[config.mk]
export PLATFORM = sky130hd
export DESIGN_NAME = ksa_shuffle
export DESIGN_NICKNAME = d
export VERILOG_FILES = /design/src/rtl/rc4_pkg.sv /design/src/rtl/ksa_shuffle.sv
export SDC_FILE = /design/constraint.sdc
export NUM_CORES = 1
export LEC_CHECK = 0
export BUFFER_PORTS_ARGS = -buffer_cell sky130_fd_sc_hd__buf_2
export CAP_MARGIN = 25
export CORE_MARGIN = 2
export CORE_UTILIZATION = 56
export DETAILED_ROUTE_END_ITERATION = 7
export MAX_ROUTING_LAYER = met4
export PLACE_DENSITY = 0.75
export SETUP_SLACK_MARGIN = 0.1
export SLEW_MARGIN = 20
export SYNTH_ARGS = -nofsm -noshare
export SYNTH_HDL_FRONTEND = slang
export SYNTH_SLANG_ARGS = --single-unit
export TNS_END_PERCENT = 1
[constraint.sdc]
create_clock -name clk -period 4.4 [get_ports clk]
set_input_delay 0.22 -clock clk [delete_from_list [all_inputs] [get_ports clk]]
set_output_delay 0.22 -clock clk [all_outputs]
set_load 0.02 [all_outputs]
[src/rtl/rc4_pkg.sv]
// Shared RC4 definitions: byte type, S-memory depth, default key length, stage FSM states.
// Latency: none (types and constants only).
// Backpressure: none.
package rc4_pkg;

    typedef logic [7:0] byte_t;

    localparam int S_DEPTH         = 256;
    localparam int KEY_LEN_DEFAULT = 3;

    // Same encoding style is reused by the PRGA stage.
    typedef enum logic [3:0] {
        ST_IDLE    = 4'd0,
        ST_RD_I    = 4'd1,
        ST_WAIT_I  = 4'd2,
        ST_LATCH_I = 4'd3,
        ST_CALC_J  = 4'd4,
        ST_RD_J    = 4'd5,
        ST_WAIT_J  = 4'd6,
        ST_LATCH_J = 4'd7,
        ST_WR_J    = 4'd8,
        ST_WR_I    = 4'd9,
        ST_NEXT    = 4'd10,
        ST_DONE    = 4'd11
    } state_e;

endpackage

[src/rtl/ksa_shuffle.sv]
// RC4 key schedule: in-place swap pass over the 256-byte S-memory through one RW port.
// Latency: (8 + 2*RD_WAIT) cycles per byte; done rises 2561 cycles after start with RD_WAIT=1.
// Backpressure: none; start is a level request sampled only in IDLE, done holds until start drops.
module ksa_shuffle
    import rc4_pkg::*;
#(
    parameter int KEY_LEN = KEY_LEN_DEFAULT,
    parameter int RD_WAIT = 1
) (
    input  logic                 clk,
    input  logic                 reset,
    input  logic                 start,
    input  logic [8*KEY_LEN-1:0] secret_key,
    input  logic [7:0]           q_s,
    output logic [7:0]           address_s,
    output logic [7:0]           data_s,
    output logic                 wren_s,
    output logic                 done
);

    localparam int KW = (KEY_LEN > 1) ? $clog2(KEY_LEN) : 1;
    localparam int WW = (RD_WAIT > 1) ? $clog2(RD_WAIT) : 1;

    state_e               r_state;
    state_e               w_next;
    byte_t                r_i;
    byte_t                r_j;
    byte_t                r_s_i;
    byte_t                r_s_j;
    logic [KW-1:0]        r_kidx;
    logic [WW-1:0]        r_wait;
    logic [8*KEY_LEN-1:0] r_key;
    byte_t                w_key_byte;
    byte_t                w_i_nxt;
    byte_t                w_j_nxt;
    logic                 w_wait_end;

    // Key byte select: byte 0 is the most significant byte of the latched key.
    always_comb begin
        w_key_byte = '0;
        for (int k = 0; k < KEY_LEN; k++) begin
            if (r_kidx == KW'(k)) begin
                w_key_byte = r_key[8*(KEY_LEN-1-k) +: 8];
            end
        end
    end

    assign w_wait_end = (r_wait == WW'(RD_WAIT - 1));

    // Next-state decode.
    always_comb begin
        w_next = r_state;
        case (r_state)
            ST_IDLE:    if (start) w_next = ST_RD_I;
            ST_RD_I:    w_next = (RD_WAIT == 0) ? ST_LATCH_I : ST_WAIT_I;
            ST_WAIT_I:  if (w_wait_end) w_next = ST_LATCH_I;
            ST_LATCH_I: w_next = ST_CALC_J;
            ST_CALC_J:  w_next = ST_RD_J;
            ST_RD_J:    w_next = (RD_WAIT == 0) ? ST_LATCH_J : ST_WAIT_J;
            ST_WAIT_J:  if (w_wait_end) w_next = ST_LATCH_J;
            ST_LATCH_J: w_next = ST_WR_J;
            ST_WR_J:    w_next = ST_WR_I;
            ST_WR_I:    w_next = ST_NEXT;
            ST_NEXT:    w_next = (r_i == 8'hFF) ? ST_DONE : ST_RD_I;
            ST_DONE:    if (!start) w_next = ST_IDLE;
            default:    w_next = ST_IDLE;
        endcase
    end

    // Index updates computed ahead so the registered read address sees the new value.
    always_comb begin
        w_i_nxt = r_i;
        w_j_nxt = r_j;
        if (r_state == ST_IDLE && start) begin
            w_i_nxt = '0;
            w_j_nxt = '0;
        end else if (r_state == ST_CALC_J) begin
            w_j_nxt = r_j + r_s_i + w_key_byte;
        end else if (r_state == ST_NEXT && r_i != 8'hFF) begin
            w_i_nxt = r_i + 8'd1;
        end
    end

    // State register.
    always_ff @(posedge clk) begin
        if (reset) r_state <= ST_IDLE;
        else       r_state <= w_next;
    end

    // Datapath: indices, key latch, read captures, wait counter.
    always_ff @(posedge clk) begin
        if (reset) begin
            r_i    <= '0;
            r_j    <= '0;
            r_kidx <= '0;
            r_s_i  <= '0;
            r_s_j  <= '0;
            r_wait <= '0;
            r_key  <= '0;
        end else begin
            r_i <= w_i_nxt;
            r_j <= w_j_nxt;
            if (r_state == ST_IDLE && start) begin
                r_key  <= secret_key;
                r_kidx <= '0;
            end
            if (r_state == ST_NEXT && r_i != 8'hFF) begin
                r_kidx <= (r_kidx == KW'(KEY_LEN - 1)) ? '0 : r_kidx + KW'(1);
            end
            if (r_state == ST_LATCH_I) r_s_i <= q_s;
            if (r_state == ST_LATCH_J) r_s_j <= q_s;
            if ((r_state == ST_WAIT_I || r_state == ST_WAIT_J) && w_next == r_state)
                r_wait <= r_wait + WW'(1);
            else
                r_wait <= '0;
        end
    end

    // Registered outputs, decoded from the state being entered so they align with it.
    always_ff @(posedge clk) begin
        if (reset) begin
            address_s <= '0;
            data_s    <= '0;
            wren_s    <= 1'b0;
            done      <= 1'b0;
        end else begin
            wren_s <= (w_next == ST_WR_J) || (w_next == ST_WR_I);
            done   <= (w_next == ST_DONE);
            case (w_next)
                ST_RD_I: address_s <= w_i_nxt;
                ST_RD_J: address_s <= w_j_nxt;
                ST_WR_J: begin
                    address_s <= r_j;
                    data_s    <= r_s_i;
                end
                ST_WR_I: begin
                    address_s <= r_i;
                    data_s    <= r_s_j;
                end
                default: ;
            endcase
        end
    end

endmodule

## Word-level counts from Yosys, hierarchy flattened

Cells that the tools add are included.
W data, S select, Z words.

| storage, ports and cells | value |
|---|---|
| flip-flop bits (word level) | 81 |
| latch bits | 0 |
| RAM bits | 0 |
| memory bits (read-only) | 0 |
| memories | 0 |

| cells by class | value |
|---|---|
| $add $sub $neg | 5 |
| multipliers | 0 |
| divide/modulo/power cells | 0 |
| $lt $le $gt $ge | 0 |
| equality and inequality tests | 21 |
| shift-type cells | 0 |
| mux-type cells | 19 |
| bitwise operators | 1 |
| reductions and logical operators | 11 |

Operators with widths:

| operator | count |
|---|---|
| $mux W8 | 8 |
| $pmux W4 S12 | 1 |
| $pmux W8 S4 | 1 |
| $eq A4 B4 Y1 const B | 7 |
| $eq A4 B3 Y1 const B | 5 |
| $mux W4 | 5 |
| $add A8 B8 Y8 | 2 |
| $pmux W8 S2 | 1 |
| $add A8 B1 Y8 const B | 1 |
| $eq A4 B1 Y1 const B | 2 |
| $eq A4 B2 Y1 const B | 2 |
| $eq A8 B8 Y1 const B | 1 |
| $ne A8 B8 Y1 const B | 1 |
| $mux W2 | 3 |
| $eq A4 B4 Y1 | 1 |
| $logic_not A4 Y1 | 1 |
| $reduce_bool A2 Y1 | 2 |
| $reduce_bool A4 Y1 | 1 |
| $logic_and A1 B1 Y1 | 3 |
| $add A2 B1 Y2 const B | 1 |
| $eq A2 B1 Y1 const B | 1 |
| $eq A2 B2 Y1 const B | 1 |
| $logic_not A2 Y1 | 1 |
| $logic_or A1 B1 Y1 | 2 |
| other kinds (3) | 3 |

## Depth between registers and ports, before layout

Gate-level depths: netlist of the first run.

| depth | value |
|---|---|
| depth after elaboration | 8 |
| mapped depth | 13 |
| mapped depth without buffers | 12 |

## Worst setup path before layout of the first run

Ideal clock, no wire load.

| path | value |
|---|---|
| kind | reg-to-reg |
| start | register r_kidx[0] |
| end | register address_s[5] |
| arrival | 2.919 ns |
| setup slack | 1.336 ns |
| cell stages (with the launch flop) | 12 |
| buffers on the path | 1 |
| cell sequence | dfxtp_1 > buf_1 > mux2i_1 > o21ai_0 > fa_1 > ha_1 > fa_1 > a21o_1 > a211oi_1 > nor3_1 > a221oi_1 > a311oi_1 |

| between the ends | value |
|---|---|
| cells in the longest elaborated chain, start to end | 8 |

Ends and longest elaborated chain:

| element | RTL line | text |
|---|---|---|
| from (decl) | ksa_shuffle.sv:30 | `logic [KW-1:0] r_kidx;` |
| from (signal assigned) | ksa_shuffle.sv:108 | `r_kidx <= (r_kidx == KW'(KEY_LEN - 1)) ? '0 : r_kidx + KW'(1);` |
| $logic_not A2 Y1 | ksa_shuffle.sv:42 | `if (r_kidx == KW'(k)) begin` |
| $mux W8 (2 in series) | ksa_shuffle.sv:42 |  |
| $mux W8 * | ksa_shuffle.sv:42 |  |
| $add A8 B8 Y8 * | ksa_shuffle.sv:78 | `w_j_nxt = r_j + r_s_i + w_key_byte;` |
| $mux W8 * | ksa_shuffle.sv:77 | `end else if (r_state == ST_CALC_J) begin` |
| $mux W8 * | ksa_shuffle.sv:74 | `if (r_state == ST_IDLE && start) begin` |
| $pmux W8 S4 * | ksa_shuffle.sv:129 | `case (w_next)` |
| to (signal assigned) | ksa_shuffle.sv:130 | `ST_RD_I: address_s <= w_i_nxt;` |
| to (signal assigned) | ksa_shuffle.sv:131 | `ST_RD_J: address_s <= w_j_nxt;` |
| to (signal assigned) | ksa_shuffle.sv:133 | `address_s <= r_j;` |
| to (decl) | ksa_shuffle.sv:15 | `output logic [7:0] address_s,` |

Every way passes the cells marked *; elsewhere a longest branch is shown, timed or not.
A chain may end at the register's enable or synchronous reset.

## Final worst setup path of the first run

| path | value |
|---|---|
| start | register r_kidx[1] |
| end | register address_s[5] |

The elaborated chain is that of the path after synthesis.

==> impl_results.md, run 1 <==
* Status: completed
* Total core area at 6870 um2
* # hold bufs at CTS at 0
* CTS H-tree lvls at 3
* Met1 wire length at 4240 um
* Average cell area after synthesis at 8.23 um2
* First-pass GRT wire length at 15,300 um
* Crit-path max FO at 12
* Routed Antenna Nets at 0
* Post-synth ARST share at 0%
* RSZ-0062 raised after global routing: no
* Grt total ovfl at 0
* Layout filler cell count at 619
* Syn. warnings at 0
* Area growth syn-to-layout at 11.4%
* Post-CTS Setup Bufs at 0
* Worst hold path class: input port to flip-flop
* FF-to-FF setup slack at 1130 ps
* Largest net degree at the start of global routing at 67
* CP Launch Type: flip-flop
* Yosys reg bits at 81
* Layout cells sized above 1 at 16.4%
* Worst Skew at 9.80 ps
* F_max at 305 MHz
* CP Capture Type: flip-flop
* Routability cong. at 0.930
* Slew Limit Fails at 0
* DR top layer: met4
* Global Route Usage Sum at 26.0%
* Setup TNS at 0 ps
* Non-Filler Instances at 627
* Inst Count DP at 611
* Final period util at 74.4%
* Maxcap violations at 0
* Nets at 576
* TritonCTS sink count at 81
* Final setup vio count at 0
* Buffers on Ports at 52
* CTS buffer count at 9
* Clk buf depth at 2
* Number of flops mapped to enable cells by yosys at 0
* Hold Path Depth at 3
* Reg clk slew, reported paths at 80 ps
* N_diodes at 0
* Crit path largest cell delay at 500 ps
* Syn Inst Count at 491
* Worst EP required at 4670 ps
* Leakage power at 1.71 nW
* DR vias/cell at 5.77
* Net Count, Synth at 541
* Worst slew pin tran at 934 ps
* Met3 WL post-DR at 538 um
* Post-Route Utilization at 65.5%
* Die Wd at 88.9 um
* Power per cell area at 328 nW/um2
* Crit path depth at 11
* Initial core utilization at 58.8%
* Data arrival, critical path at 3540 ps
* Boundary Pins at 53
* Critical-path cell list: nor2b_1 > nand2_1 > o21ai_0 > fa_1 > ha_1 > fa_1 > a211oi_1 > nor2_1 > nor3_1 > a221oi_1 > a311oi_1
* Vias in the first global route at 3,233
* Post-synthesis cell area at 4040 um2
* Post-cts resize count at 0
* Clock Latency Late Sink at 360 ps
* Initial DRC count at 264
* Slew Limit Headroom at 37.7%
* Final Hold Vio Count at 0
* Slowest CP cell: dfxtp_1
* Drt first pass iters at 5
* Min Tclk post-route at 3270 ps
* Most frequent CP cell: fa_1
* Initial antenna violation count at 0
* Post-synth cell types at 68
* Metal2 WL at 4530 um
* Row cnt at 30
* Sum of buffers and inverters on the critical path at 0
* Clock root cell: clkbuf_8
* WL/cell at 15.0 um
* Top FF cell, synth: dfxtp_1
* Total die area at 7910 um2
* Via Count at 3,620
* Post-DP HPWL at 6650 um
* Crit-path leading delay family: adder cells
* Reg2reg path depth at 11
* DRT Wirelength at 9400 um
* CTS tree: done
* WS Path Type: flip-flop to flip-flop
* Post-route DRC at 0
* Die H at 88.9 um
* Worst VDD drop at 0.000223 V
* Sequential cell area fraction in the yosys report at 40.1%
==> layout by cell type (no fill, tap or decap), drive strengths merged, types with 7 or more instances in the layout <==
cell	instances
nand2	122
dfxtp	81
buf	57
a21oi	56
nor2	29
o21ai	17
clkbuf	12
a311oi	10
nor2b	9
mux2i	8
inv	8
fa	8
a211oi	7
ha	7
nand3	7
==> state kept, by name, summed over array words and instances, names as in the netlist <==
signal	flops
address_s	8
data_s	8
r_s_i	8
done	1
r_kidx	2
r_wait	1
r_state	4
r_s_j	8
r_i	8
r_j	8
wren_s	1
r_key	24
==> layout make-up <==
class,count,area (um2),area share [%]
multi-input combinational,369,2250,49.9
tap,96,120,2.67
timing repair buffer,57,298,6.62
inverter,8,30.0,0.668
sequential,81,1620,36.1
clock buffer,12,155,3.45
clock inverter,4,27.5,0.612
==> path summary, 6_finish.rpt <==
check	startpoint	endpoint
hold / removal	secret_key[8]	r_key[8]
setup reg to reg	r_kidx[1]	address_s[5]
hold reg to reg	r_s_j[5]	r_s_j[5]
setup / recovery	r_kidx[1]	address_s[5]
==> logic make-up after synthesis <==
logic type / synth area share [%]
buf+inv: 4.40
simple gates: 23.2
compound gates: 21.6
other cells: 0.0928
mux: 2.26
fa+ha+maj: 6.13
flops: 40.1
xor+xnor: 2.17
==> worst reg2reg max path, delay by kind of cell, from the launching register on <==
family                     cells  cell delay (ps)
adders and majority gates      3             1150
and+or+nand+nor                4              830
DFF                            1              500
AOI/OAI and AO/OA              4              720
==> routing by layer <==
metal / GRT usage [%] / up-vias
met5: - / -
met4: 7.58 / 0
met3: 5.72 / 12
met2: 41.7 / 115
met1: 33.0 / 1707
li1: - / 1786
==> cell usage after synthesis, types with 4 or more instances <==
library cell | n | area [um2]
xor2_1 | 5 | 43.8
fa_1 | 8 | 160
a211oi_1 | 7 | 52.6
a22oi_1 | 4 | 30.0
a311oi_1 | 10 | 87.6
xnor2_1 | 5 | 43.8
inv_1 | 8 | 30.0
nor3_1 | 4 | 20.0
mux2i_1 | 8 | 80.1
buf_2 | 4 | 20.0
nand2b_1 | 4 | 25.0
clkbuf_1 | 23 | 86.3
nand3_1 | 6 | 30.0
dfxtp_1 | 81 | 1620
nor2b_1 | 9 | 56.3
ha_1 | 7 | 87.6
nand2_1 | 122 | 458
o21ai_0 | 17 | 85.1
a21oi_1 | 56 | 280
nor2_1 | 29 | 109
==> metrics by stage <==
step | worst slack, ps | power [W] | hold slack [ps] | area (um2)
after floorplan | 1340 | 0.000930 | 356 | 4040
after global placement | 1230 | 0.000981 | 438 | 4320
after detailed placement | 1130 | 0.000988 | 449 | 4320
after CTS | 1140 | 0.00148 | 79.0 | 4500
after global routing | 797 | 0.00153 | 84.5 | 4500
final | 1130 | 0.00148 | 87.2 | 4500
==> power by group <==
part	switching (W)	internal [W]	leakage, nW
logic	0.000111	0.0000709	0.968
registers	0.0000269	0.000762	0.658
clock network	0.000271	0.000235	0.0846
total	0.000409	0.00107	1.71
Power figures use the tool's default switching activity.
==> run 2, diff against run 1 <==
clock period = 3.18 ns   (was 4.4 ns; I/O delays follow)
==> impl_results.md, run 2 (same netlist as run 1, synthesis figures left out) <==
* Initial DRC count at 230 (-13%)
* Power per cell area at 475 nW/um2 (+45%)
* WS Path Type: flip-flop to flip-flop
* # hold bufs at CTS at 0 (unchanged)
* Clock Latency Late Sink at 350 ps (about the same)
* WL/cell at 14.8 um (-1.2%)
* Leakage power at 1.76 nW (+2.7%)
* N_diodes at 0 (unchanged)
* Clock root cell: clkbuf_8
* Reg clk slew, reported paths at 90 ps (about the same)
* Post-DP HPWL at 6670 um (+0.27%)
* Maxcap violations at 0 (unchanged)
* Total die area at 7910 um2 (unchanged)
* Worst EP required at 3390 ps (-1280 ps)
* Post-route DRC at 0 (unchanged)
* Crit-path max FO at 7 (-5)
* Slew Limit Fails at 0 (unchanged)
* Routability cong. at 0.864 (-7.1%)
* Data arrival, critical path at 3180 ps (-360 ps)
* Worst hold path class: input port to flip-flop
* Clk buf depth at 2 (unchanged)
* TritonCTS sink count at 81 (unchanged)
* Slew Limit Headroom at 33.0% (-4.7 points)
* Max reg flops at 24 (unchanged)
* F_max at 336 MHz (+10%)
* First-pass GRT wire length at 15,600 um (+1.7%)
* Final Hold Vio Count at 0 (unchanged)
* Row cnt at 30 (unchanged)
* CP Launch Type: flip-flop
* Die Wd at 88.9 um (unchanged)
* Initial antenna violation count at 0 (unchanged)
* Vias in the first global route at 3,296 (+1.9%)
* Die H at 88.9 um (unchanged)
* Nets at 581 (+0.87%)
* Final period util at 93.5% (+19 points)
* RSZ-0062 raised after global routing: no
* Worst slew pin tran at 997 ps (+63.2 ps)
* Final setup vio count at 0 (unchanged)
* DRT Wirelength at 9360 um (-0.42%)
* CTS tree: done
* Setup TNS at 0 ps (unchanged)
* Total core area at 6870 um2 (unchanged)
* Area growth syn-to-layout at 13.8%
* Buffers on Ports at 52 (unchanged)
* Worst VDD drop at 0.000313 V (+40%)
* Drt first pass iters at 6 (+1)
* Largest net degree at the start of global routing at 41 (-39%)
* Via Count at 3,600 (-0.55%)
* CTS buffer count at 9 (unchanged)
* Top reg by flops: r_key
* Grt total ovfl at 0 (unchanged)
* CP Capture Type: flip-flop
* Post-cts resize count at 0 (unchanged)
* Boundary Pins at 53 (unchanged)
* Global Route Usage Sum at 26.1% (+0.11 points)
* Final Total Pwr at 0.00218 W (+48%)
* Worst Skew at 12.1 ps (+2.26 ps)
* Min Tclk post-route at 2970 ps (-300 ps)
* Hold Path Depth at 3 (unchanged)
* Routed Antenna Nets at 0 (unchanged)
* Initial core utilization at 58.8% (unchanged)
* Most common cell after layout, fill and taps aside: nand2_1
* Post-CTS Setup Bufs at 0 (unchanged)
* CTS H-tree lvls at 3 (unchanged)
* DR vias/cell at 5.70 (-1.3%)
* Reg2reg path depth at 13 (+2)
* Layout cells sized above 1 at 18.1% (+1.7 points)
* Status: completed
* Most frequent cells in the layout: nand2_1 (122), dfxtp_1 (80), a21oi_1 (55), buf_2 (52), nor2_1 (29)
run 2: cell types whose count changed in the layout (fill, tap and decap cells not counted), moves of 2 or more:
cell / before / now
bufinv_16: 0 / 2
inv_6: 0 / 2
clkbuf_8: 11 / 9
buf_4: 5 / 10
run 2: through the flow:
stage	utilization (%)	setup WS [ps]	hold WS [ps]	cells	instance area, um2
after global placement	63.3	346	400	616	4350
after CTS	66.6	132	36.1	632	4570
after global routing	66.9	74.6	36.0	632	4590
final	66.9	206	39.0	632	4590
after detailed placement	63.3	117	406	616	4350
after floorplan	-	116	295	491	4040
run 2: power breakdown:
part / internal, W / switching (W) / total, W
registers: 0.00105 / 0.0000372 / 0.00109
logic: 0.0000981 / 0.000152 / 0.000250
clock network: 0.000449 / 0.000391 / 0.000840
run 2: final timing paths:
kind | startpoint | end | slack (ps)
setup reg to reg | r_kidx[0] | address_s[5] | 210
hold reg to reg | r_key[22] | r_key[22] | 460
hold / removal | secret_key[1] | r_key[1] | 40
setup / recovery | r_kidx[0] | address_s[5] | 210
run 2: layer usage:
metal  vias up  wire, um  global-route usage, %
li1       1795         -                      -
met1      1679      4270                   35.1
met2       104      4430                   40.1
met3        22       506                   4.80
met4         0       159                   7.99
met5         -         0                      -
run 2: worst max-delay path, cell delays in order, from the launching register on:
cell and delay, ps:
dfxtp_4 400, buf_4 190, mux2i_1 200, nor2_1 60, a21oi_2 130, fa_1 200
inv_1 40, ha_1 210, fa_2 380, a21o_1 190, a211oi_1 330, nor3_2 100
a221oi_1 270, a311oi_1 140
run 2: area by class of cell:
class,instances,area [um2]
Fill cell,593,2270
Multi-Input combinational cell,369,2260
Sequential cell,81,1630
Timing Repair Buffer,62,335
Clock buffer,9,124
Tap cell,96,120
Clock inverter,7,101
Inverter,8,30.0
==> run 3, diff against run 2 <==
clock period = 2.85 ns   (was 3.18 ns; I/O delays follow)
==> impl_results.md, run 3 (same netlist as run 1, synthesis figures left out) <==
* Status: completed
* CP Capture Type: flip-flop
* Post-DP HPWL at 6730 um (+0.82%)
* Row cnt at 30 (unchanged)
* Total core area at 6870 um2 (unchanged)
* RSZ-0062 raised after global routing: yes
* TritonCTS sink count at 81 (unchanged)
* Largest net degree at the start of global routing at 67 (+63%)
* Non-Filler Instances at 638 (+0.95%)
* Post-route DRC at 0 (unchanged)
* Slew Limit Headroom at 36.8% (+3.8 points)
* Routed Antenna Nets at 0 (unchanged)
* Power per cell area at 547 nW/um2 (+15%)
* Final Hold Vio Count at 0 (unchanged)
* Most common cell after layout, fill and taps aside: nand2_1
* Worst slew pin tran at 947 ps (-49.9 ps)
* Reg clk slew, reported paths at 90 ps (about the same)
* Vias in the first global route at 3,364 (+2.1%)
* CP Launch Type: flip-flop
* Area growth syn-to-layout at 18.0%
* CTS tree: done
* Data arrival, critical path at 3000 ps (-180 ps)
* Nets at 587 (+1.0%)
* Final setup vio count at 0 (unchanged)
* Initial core utilization at 58.8% (unchanged)
* Die Wd at 88.9 um (unchanged)
* Final period util at 97.7% (+4.2 points)
* CTS buffer count at 9 (unchanged)
* Slowest CP cell: fa_1
* Routability cong. at 0.870 (+0.62%)
* Grt total ovfl at 0 (unchanged)
* Die H at 88.9 um (unchanged)
* First-pass GRT wire length at 15,800 um (+1.6%)
* Hold_ws at 19.2 ps (-19.8 ps)
* Worst VDD drop at 0.000334 V (+6.8%)
* Layout cells sized above 1 at 21.4% (+3.3 points)
* WS Path Type: flip-flop to flip-flop
* Initial antenna violation count at 0 (unchanged)
* Buffers on Ports at 52 (unchanged)
* Most frequent cells in the layout: nand2_1 (122), dfxtp_1 (79), a21oi_1 (54), buf_2 (52), nor2_1 (28)
* F_max at 359 MHz (+6.7%)
* WL/cell at 15.2 um (+2.4%)
* Critical-path cell list: mux2i_2 > o21ai_2 > fa_1 > ha_4 > fa_2 > a21o_1 > a211oi_2 > nor3_2 > a221oi_1 > a311oi_1
* Total die area at 7910 um2 (unchanged)
* Maxcap violations at 0 (unchanged)
* Clock Latency Late Sink at 350 ps (about the same)
* Via Count at 3,676 (+2.1%)
* Worst EP required at 3070 ps (-320 ps)
* FF-to-FF setup slack at 60 ps (-140 ps)
* Worst Skew at 9.47 ps (-2.59 ps)
* DR vias/cell at 5.76 (+1.2%)
* Clock root cell: clkbuf_8
* Boundary Pins at 53 (unchanged)
* Clk buf depth at 2 (unchanged)
* Final Cell Area at 4770 um2 (+3.8%)
* Min Tclk post-route at 2790 ps (-188 ps)
* Crit-path max FO at 5 (-2)
* Leakage power at 1.81 nW (+3.0%)
* Top reg by flops: r_key
* Crit path largest cell delay at 520 ps (+120 ps)
* Inst Count DP at 620 (+0.65%)
* Worst hold path class: input port to flip-flop
* Max reg flops at 24 (unchanged)
* N_diodes at 0 (unchanged)
* Drt first pass iters at 6 (unchanged)
* DRT Wirelength at 9670 um (+3.4%)
* CTS H-tree lvls at 3 (unchanged)
* Slew Limit Fails at 0 (unchanged)
* Global Route Usage Sum at 26.5% (+0.44 points)
* Initial DRC count at 236 (+2.6%)
* Placed cell area at 4380 um2 (+0.75%)
run 3: cell types whose count changed in the layout (fill, tap and decap cells not counted), moves of 3 or more:
| cell | change |
|---|---|
| ha_4 | +4 |
| ha_1 | -4 |
| o21ai_0 | -3 |
| buf_4 | +5 |
run 3: repair_timing:
item | CTS | global route
hold buffers | 0 | 0
pin swaps | 2 | 12
buffers inserted | 0 | 2
endpoints found under the setup margin | 4 | 6
resized for setup | 7 | 18
run 3: path summary, 6_finish.rpt:
path / to / cells after the start / startpoint
setup / recovery: address_s[5] / 10 / r_kidx[0]
hold / removal: r_key[2] / 3 / secret_key[2]
hold reg to reg: address_s[0] / 2 / address_s[0]
setup reg to reg: address_s[5] / 10 / r_kidx[0]
run 3: metrics by stage:
step / util, % / total power (W) / setup slack, ps / setup TNS (ps)
floorplan: - / 0.00144 / 115 / 0
global placement: 63.8 / 0.00151 / 116 / 0
detailed placement: 63.8 / 0.00152 / -20.9 / -20.9
CTS: 67.9 / 0.00260 / 109 / 0
global route: 69.4 / 0.00271 / -57.4 / -57.4
finish: 69.4 / 0.00261 / 64.1 / 0
run 3: critical path: cells and delay by family, from the launching register on:
kind,cells,cell delay [ps]
AO/OA/AOI/OAI,5,840
adder cells (fa/ha/maj),3,1090
flip-flops,1,410
multiplexers,1,230
AND/OR/NAND/NOR,1,80
run 3: routing by layer:
layer / routed length (um) / GRT usage (%)
met5: 0 / -
met4: 214 / 8.26
met3: 571 / 4.62
met2: 4560 / 42.0
met1: 4320 / 34.7
run 3: cell type report:
type | instances | area (um2)
tap | 96 | 120
timing repair buffer | 68 | 384
clock buffer | 9 | 124
fill | 570 | 2100
inverter | 8 | 30.0
sequential | 81 | 1630
multi-input combinational | 369 | 2340
clock inverter | 7 | 143
run 3: power breakdown:
part           internal, W  switching, W
sequential         0.00117     0.0000407
combinational     0.000119      0.000175
clock             0.000672      0.000428
